## config.mk

```make
export PLATFORM = sky130hd
export DESIGN_NAME = cpu_boot_ctl
export DESIGN_NICKNAME = d
export VERILOG_FILES = /design/src/rtl/cpu_boot_ctl_pkg.sv /design/src/rtl/cpu_boot_ctl_ld_cnt.sv /design/src/rtl/cpu_boot_ctl.sv
export SDC_FILE = /design/constraint.sdc
export NUM_CORES = 1
export LEC_CHECK = 0
export CAP_MARGIN = 20
export CORE_MARGIN = 10
export CORE_UTILIZATION = 35
export DETAILED_ROUTE_END_ITERATION = 16
export HOLD_SLACK_MARGIN = 0.02
export SETUP_SLACK_MARGIN = 0.05
export SLEW_MARGIN = 20
export SYNTH_ARGS = -nofsm -noshare
export SYNTH_HDL_FRONTEND = slang
export SYNTH_SLANG_ARGS = --single-unit
```

## constraint.sdc

```tcl
create_clock -name clk -period 2.3 [get_ports clk]
set_input_delay 0.46 -clock clk [delete_from_list [all_inputs] [get_ports clk]]
set_output_delay 0.46 -clock clk [all_outputs]
set_load 0.02 [all_outputs]
```

## src/rtl/cpu_boot_ctl_pkg.sv

```systemverilog
// Shared types for the accumulator-CPU boot/run controller.
// Holds FSM state encodings and CPU bus width defaults.
package cpu_boot_ctl_pkg;

    localparam int CPU_ADDR_W = 13;
    localparam int CPU_DATA_W = 8;

    typedef enum logic [2:0] {
        ST_IDLE    = 3'd0,
        ST_LOAD    = 3'd1,
        ST_CRST    = 3'd2,
        ST_RUN     = 3'd3,
        ST_HALTED  = 3'd4,
        ST_TIMEOUT = 3'd5
    } state_e;

    function automatic logic can_start(state_e s);
        return (s == ST_IDLE) || (s == ST_HALTED) || (s == ST_TIMEOUT);
    endfunction

endpackage

```

## src/rtl/cpu_boot_ctl_ld_cnt.sv

```systemverilog
// Loader address / remaining-length counter for cpu_boot_ctl.
// Address wraps modulo 2^ADDR_W; last_o flags the final byte.
module boot_ld_cnt
    import cpu_boot_ctl_pkg::*;
#(
    parameter int                 ADDR_W    = CPU_ADDR_W,
    parameter logic [ADDR_W-1:0]  LOAD_BASE = '0
) (
    input  logic              clk,
    input  logic              reset,
    input  logic              load_i,
    input  logic [ADDR_W-1:0] len_i,
    input  logic              step_i,
    output logic [ADDR_W-1:0] addr_o,
    output logic              last_o
);

    logic [ADDR_W-1:0] addr_q, addr_d;
    logic [ADDR_W-1:0] len_q, len_d;

    always_comb begin
        addr_d = addr_q;
        len_d  = len_q;
        if (load_i) begin
            addr_d = LOAD_BASE;
            len_d  = len_i;
        end else if (step_i) begin
            addr_d = addr_q + 1'b1;
            len_d  = len_q - 1'b1;
        end
    end

    always_ff @(posedge clk) begin
        if (reset) begin
            addr_q <= '0;
            len_q  <= '0;
        end else begin
            addr_q <= addr_d;
            len_q  <= len_d;
        end
    end

    assign addr_o = addr_q;
    assign last_o = (len_q == ADDR_W'(1));

endmodule

```

## src/rtl/cpu_boot_ctl.sv

```systemverilog
// Boot/run controller: loads a program image into RAM, resets and runs the CPU.
// Optional run watchdog enabled by defining CPU_WDOG_EN.
module cpu_boot_ctl
    import cpu_boot_ctl_pkg::*;
#(
    parameter int                ADDR_W    = CPU_ADDR_W,
    parameter int                DATA_W    = CPU_DATA_W,
    parameter logic [ADDR_W-1:0] LOAD_BASE = '0,
    parameter int                RST_CYC   = 4,
    parameter int                CNT_W     = 20,
    parameter logic [CNT_W-1:0]  TIMEOUT   = {CNT_W{1'b1}}
) (
    input  logic              clk,
    input  logic              reset,
    input  logic              start,
    input  logic              abort,
    input  logic [ADDR_W-1:0] load_len,
    input  logic              in_valid,
    input  logic [DATA_W-1:0] in_data,
    output logic              in_ready,
    output logic              cpu_rst,
    input  logic              cpu_halt,
    input  logic              cpu_rd,
    input  logic              cpu_wr,
    input  logic [ADDR_W-1:0] cpu_addr,
    input  logic [DATA_W-1:0] cpu_wdata,
    output logic              mem_rd,
    output logic              mem_we,
    output logic [ADDR_W-1:0] mem_addr,
    output logic [DATA_W-1:0] mem_wdata,
    output logic              busy,
    output logic              done,
    output logic [CNT_W-1:0]  run_cycles,
    output logic              timeout
);

`ifdef CPU_WDOG_EN
    localparam bit WDOG_ON = 1'b1;
`else
    localparam bit WDOG_ON = 1'b0;
`endif

    localparam int              RCW     = (RST_CYC > 1) ? $clog2(RST_CYC) : 1;
    localparam logic [RCW-1:0]  RC_LAST = RCW'(RST_CYC - 1);
    localparam logic [CNT_W-1:0] WD_LIM = TIMEOUT - 1'b1;

    state_e            state_q, state_d;
    logic [RCW-1:0]    rc_q, rc_d;
    logic [CNT_W-1:0]  rcyc_q, rcyc_d;
    logic              ld_load;
    logic              ld_step;
    logic              ld_last;
    logic [ADDR_W-1:0] ld_addr;
    logic              wd_hit;

    boot_ld_cnt #(
        .ADDR_W    (ADDR_W),
        .LOAD_BASE (LOAD_BASE)
    ) u_ld_cnt (
        .clk    (clk),
        .reset  (reset),
        .load_i (ld_load),
        .len_i  (load_len),
        .step_i (ld_step),
        .addr_o (ld_addr),
        .last_o (ld_last)
    );

    assign ld_step = (state_q == ST_LOAD) && in_valid;
    assign wd_hit  = WDOG_ON && (rcyc_q == WD_LIM);

    always_comb begin
        state_d = state_q;
        rc_d    = '0;
        rcyc_d  = rcyc_q;
        ld_load = 1'b0;
        if (abort) begin
            state_d = ST_IDLE;
        end else begin
            unique case (state_q)
                ST_IDLE, ST_HALTED, ST_TIMEOUT: begin
                    if (start) begin
                        rcyc_d = '0;
                        if (load_len != '0) begin
                            state_d = ST_LOAD;
                            ld_load = 1'b1;
                        end else begin
                            state_d = ST_CRST;
                        end
                    end
                end
                ST_LOAD: begin
                    if (in_valid && ld_last) begin
                        state_d = ST_CRST;
                    end
                end
                ST_CRST: begin
                    if (rc_q == RC_LAST) begin
                        state_d = ST_RUN;
                    end else begin
                        rc_d = rc_q + 1'b1;
                    end
                end
                ST_RUN: begin
                    if (rcyc_q != {CNT_W{1'b1}}) begin
                        rcyc_d = rcyc_q + 1'b1;
                    end
                    // halt in the watchdog limit cycle still counts as a clean halt
                    if (cpu_halt) begin
                        state_d = ST_HALTED;
                    end else if (wd_hit) begin
                        state_d = ST_TIMEOUT;
                    end
                end
                default: state_d = ST_IDLE;
            endcase
        end
    end

    always_ff @(posedge clk) begin
        if (reset) begin
            state_q <= ST_IDLE;
            rc_q    <= '0;
            rcyc_q  <= '0;
        end else begin
            state_q <= state_d;
            rc_q    <= rc_d;
            rcyc_q  <= rcyc_d;
        end
    end

    always_comb begin
        in_ready  = 1'b0;
        cpu_rst   = 1'b1;
        mem_rd    = 1'b0;
        mem_we    = 1'b0;
        mem_addr  = '0;
        mem_wdata = '0;
        unique case (state_q)
            ST_LOAD: begin
                in_ready  = 1'b1;
                mem_we    = in_valid;
                mem_addr  = ld_addr;
                mem_wdata = in_data;
            end
            ST_RUN: begin
                cpu_rst   = 1'b0;
                mem_rd    = cpu_rd;
                mem_we    = cpu_wr;
                mem_addr  = cpu_addr;
                mem_wdata = cpu_wdata;
            end
            ST_HALTED: cpu_rst = 1'b0;
            default: ;
        endcase
    end

    assign busy       = !can_start(state_q);
    assign done       = (state_q == ST_HALTED);
    assign timeout    = (state_q == ST_TIMEOUT);
    assign run_cycles = rcyc_q;

endmodule

```

==> reports/results.txt <==
Dividing the detail-routed wire length by the instance count gives 16.57 um. The sequential power share is 48.5%. The run gives 9760 um as the total routed wirelength.

The post-synthesis async set-or-reset flop share is 0%, and the routing usage on met2 is 19.28%. The average via count per standard cell came out at 5.518. For the final-layout fill cell count, the log shows 786. Clock tree root driver cell: sky130_fd_sc_hd__clkbuf_8. The number of storage elements in the synthesis netlist was 51; the cts-stage hold buffer count was 0. Clock latency on the worst-skew pair, taken at its later pin, is 0.31 ns.

The clock passes through at most 2 buffers. Setup repair after global routing left no endpoint under its margin. In this run the standard cell core region covers 8299 um^2. Of the total synthesized cell area, the portion taken by XOR and XNOR cells is 4.348%. For this design the static power due to leakage is 1.696 nW.

The logs give 34.6% for the clock network fraction of design power and 1.426 mW for the internal power component. The count of final setup violators is 0. The top-area cell type share of the netlist area was 33.79%. Counting the buffers created by CTS gives 5. The ratio of final minimum period to clock period came out at 93.74%.

The peak fanout along the critical path is 24, and the timing-limited maximum frequency is 463.8 MHz. After synthesis, the largest family of logic cells by area is simple AND/OR/NAND/NOR gates. The most used flip-flop cell after synthesis is sky130_fd_sc_hd__dfxtp_1.

In the final layout, the multi-input gates occupy 1898 um^2. Data on the critical path is required at its endpoint by 1.84 ns. The vertical die dimension came out at 112.9 um. Cells fill 53.07% of the core in the end.

The worst pin sits at a relative slew slack of 59.67%. The largest area contributor in the netlist is sky130_fd_sc_hd__dfxtp_1. Clock tree synthesis found a total of 51 sinks. Summing all non-filler instances in the final layout gives an area of 4404 um^2. STA classifies the critical path startpoint as a flip-flop. The run gives 25 as the maximum number of pins on one net before global-route repair. The longest individual stage delay on the worst path is 0.36 ns, and the net load switching power is 0.4800 mW. The logs give 145 for the iteration-0 DRC count of the detailed router and 2,959 for the via count of the first global-routing pass.

For the pin with the worst max-slew slack, the measured transition is 0.6031 ns. The die covers 12,750 um^2. Net switching is 25.18% of the power. The synthesized netlist devotes 25.63% of its cell area to compound gates. The initial utilization of the core area, before any placement, comes to 36.41%.

The worst path needs 2.156 ns of the cycle, external delays included. 0 antenna diodes ended up in the layout. From left edge to right edge, the die measures 112.9 um. The synthesized netlist contains 58 unique library cells. The number of antenna violations at the first check in global routing was 0; the count of buffering cells on the critical path with inverters included was 2. The Yosys step of the flow raised 0 warnings. The run gives 0 as the final count of pins violating max slew.

The cell family contributing the most delay on the critical path is buffers and inverters. After technology mapping, the gate count stands at 371. Input and output buffers added on the ports amount to 97.

For this design, the slowest cell found on the critical path is sky130_fd_sc_hd__dfxtp_1. The global-route track usage on met1 is 21.29%, and the total congestion overflow after global routing is 0. Data arrives at the worst endpoint at 1.70 ns. The post-route netlist has 12.19% of its cells at a drive strength greater than 1. After global routing, the most crowded layer is met1.

The cell area that synthesis handed to floorplanning was 3022 um^2. In the global route stage, met3 resource usage came out at 3.962%. For the final routed database, the setup TNS stands at 0 ns. For the proportion of synthesized chip area in sequential cells, the log shows 33.79%. For the final worst clock skew, the log shows 0.01027 ns. The flow ran to the end, and the final reports show no timing, DRC or antenna violations. Kind of path behind the tightest hold check: flip-flop to flip-flop.

The logs give 33 for the number of placement rows and 4309 um^2 for the placed instance area. In this run the number of H-tree levels came out at 2. Counting flops with a built-in enable in the synthesized netlist gives 0. The maximum vdd drop is 210.9 uV. The total via count in the routed design is 3,250. The tools report the number of maximum-capacitance violations as 0. The synthesized netlist net count is 426, and the post-synthesis mux area share is 0.3313%.

For the weighted congestion reported at the end of routability-driven placement, the log shows 0.8802. TritonCTS built the clock tree. The remaining number of nets flagged by the antenna check after routing came out at 0. Dividing the synthesized area by the synthesized cell count gives 8.145 um^2. The sequential cell area is 1021 um^2. The worst setup path is of the flip-flop to output port kind. Summing the areas of all fa, ha and maj instances in the mapped netlist gives 2.070% of the synthesized area. The overall routing resource usage was 14.23%. Critical path capture point type: an output port. For this design the ratio of total power to cell area is 432.9 nW/um^2. In this run the count of I/O pins placed on the die edge is 98.

The area growth from synthesis to layout works out to 45.76%. The clock input transition at the sequential cells of the worst setup and hold paths works out to 0.10 ns. Once detailed placement completed, the half-perimeter wirelength came to 7484 um. The run gives 0 as the number of setup buffers added after CTS.

The critical path goes through nand2b_1 > nor2_2 > buf_12 > a22o_1 > dlygate4sd2_1. For the combinational fraction of design power, the log shows 16.9%. The first detailed-routing pass ran for 4 iterations. After Yosys synthesis, and, or, nand and nor cells account for 29.98% of the synthesized area.

The first global-routing pass estimated 15,430 um of wire. For this run, design rule violations remaining after detail routing come to 0. After synthesis, the cell types taking the most area are sky130_fd_sc_hd__dfxtp_1 34%, sky130_fd_sc_hd__a22o_1 6.1%, sky130_fd_sc_hd__a21oi_1 5.6%.

The count of endpoints failing hold in the final timing report came out at 0. The tools report the number of nets in the layout as 538.
routing by layer:
metal | vias to the layer above | share of wire [%]
li1 | 1622 | -
met1 | 1511 | 52
met2 | 111 | 40
met3 | 6 | 6.8
met4 | 0 | 0.89
met5 | - | 0
registers in the layout, summed over array words and instances (netlist names):
name / cells
rc_q: 2
u_ld_cnt.addr_o: 13
state_q: 3
run_cycles: 20
u_ld_cnt.len_q: 13
path summary, 6_finish.rpt:
check | from | endpoint | slack [ns] | depth (start not counted)
max | state_q[2] | mem_wdata[3] | 0.14 | 5
min | rc_q[0] | rc_q[0] | 0.42 | 1
max reg2reg | run_cycles[1] | run_cycles[16] | 0.24 | 6
min reg2reg | rc_q[0] | rc_q[0] | 0.42 | 1
power by group through the flow:
stage          clock network [mW]  registers [mW]  logic [mW]
3_3_place_gp                    0           0.943       0.325
3_5_place_dp                    0           0.944       0.327
4_1_cts                     0.684           0.924       0.322
2_1_floorplan                   0           0.939       0.156
6_report                    0.659           0.925       0.323
5_1_grt                     0.712           0.929       0.350
placed cells by master (no fill, tap or decap), drive strengths merged, types with 2 or more instances in the layout:
cell,instances
clkdlybuf4s50,71
dfxtp,51
nor2,44
a21oi,34
buf,30
nand2,25
dlygate4sd2,25
a22o,21
nand3,18
nor3,16
a31oi,12
xor2,9
o31ai,9
nand2b,7
and3,7
a211oi,7
nand4,7
o21ai,7
or3,7
xnor2,6
clkbuf,6
or4,6
inv,5
ha,5
and4,4
o211ai,4
nor4,4
and2,3
a41oi,3
or3b,3
and4bb,2
a32oi,2
or2,2
o311ai,2
final cells by class:
class / count / area share, %
well taps: 105 / 2.983
inverters: 5 / 0.4261
multi-input cells: 293 / 43.10
repair buffers: 127 / 27.64
clock inverters: 2 / 0.7955
clock buffers: 6 / 1.875
flip-flops and latches: 51 / 23.18
what timing repair did:
action	in CTS	in global routing
endpoints found under the hold margin	0	0
resized for setup	25	2
pin swaps	0	1
endpoints found under the setup margin	25	4
kinds of logic (layout without fill, tap and decap cells):
| family | Yosys count | in the layout |
|---|---|---|
| adder cells (fa/ha/maj) | 5 | 5 |
| AO/OA/AOI/OAI | 110 | 110 |
| flip-flops | 51 | 51 |
| buffers and inverters | 27 | 140 |
| XOR/XNOR | 15 | 15 |
| AND/OR/NAND/NOR | 162 | 162 |
| multiplexers | 1 | 1 |
Yosys cell counts (2+ instances only):
cell type	number
sky130_fd_sc_hd__nor4_1	3
sky130_fd_sc_hd__o211ai_1	4
sky130_fd_sc_hd__buf_4	3
sky130_fd_sc_hd__or3_4	2
sky130_fd_sc_hd__o21ai_1	2
sky130_fd_sc_hd__buf_2	3
sky130_fd_sc_hd__dfxtp_1	51
sky130_fd_sc_hd__inv_1	5
sky130_fd_sc_hd__a32oi_1	2
sky130_fd_sc_hd__a21oi_1	34
sky130_fd_sc_hd__nand2_1	25
sky130_fd_sc_hd__a41oi_1	3
sky130_fd_sc_hd__a211oi_1	7
sky130_fd_sc_hd__and4_1	4
sky130_fd_sc_hd__nand3_1	17
sky130_fd_sc_hd__or3_1	4
sky130_fd_sc_hd__or4_1	5
sky130_fd_sc_hd__o311ai_0	2
sky130_fd_sc_hd__o21ai_0	5
sky130_fd_sc_hd__and3_1	7
sky130_fd_sc_hd__a31oi_1	12
sky130_fd_sc_hd__or2_2	2
sky130_fd_sc_hd__nor3_1	16
sky130_fd_sc_hd__o31ai_1	9
sky130_fd_sc_hd__or3b_2	3
sky130_fd_sc_hd__xor2_1	9
sky130_fd_sc_hd__nor2_1	44
sky130_fd_sc_hd__and4bb_2	2
sky130_fd_sc_hd__a22o_1	21
sky130_fd_sc_hd__nand2b_1	7
sky130_fd_sc_hd__xnor2_1	6
sky130_fd_sc_hd__and2_1	3
sky130_fd_sc_hd__clkbuf_1	15
sky130_fd_sc_hd__nand4_1	6
sky130_fd_sc_hd__ha_1	5
through the flow:
| step | total power, mW | hold slack, ns | setup WS [ns] | cells |
|---|---|---|---|---|
| after floorplan | 1.095 | 0.3983 | 0.2036 | 371 |
| after global placement | 1.269 | 0.4086 | 0.03350 | 581 |
| after detailed placement | 1.271 | 0.4162 | -0.007563 | 581 |
| after CTS | 1.930 | 0.4310 | 0.09276 | 589 |
| after global routing | 1.991 | 0.4573 | 0.05362 | 589 |
| final | 1.906 | 0.4245 | 0.1441 | 589 |
(Power assumes the default switching activity.)
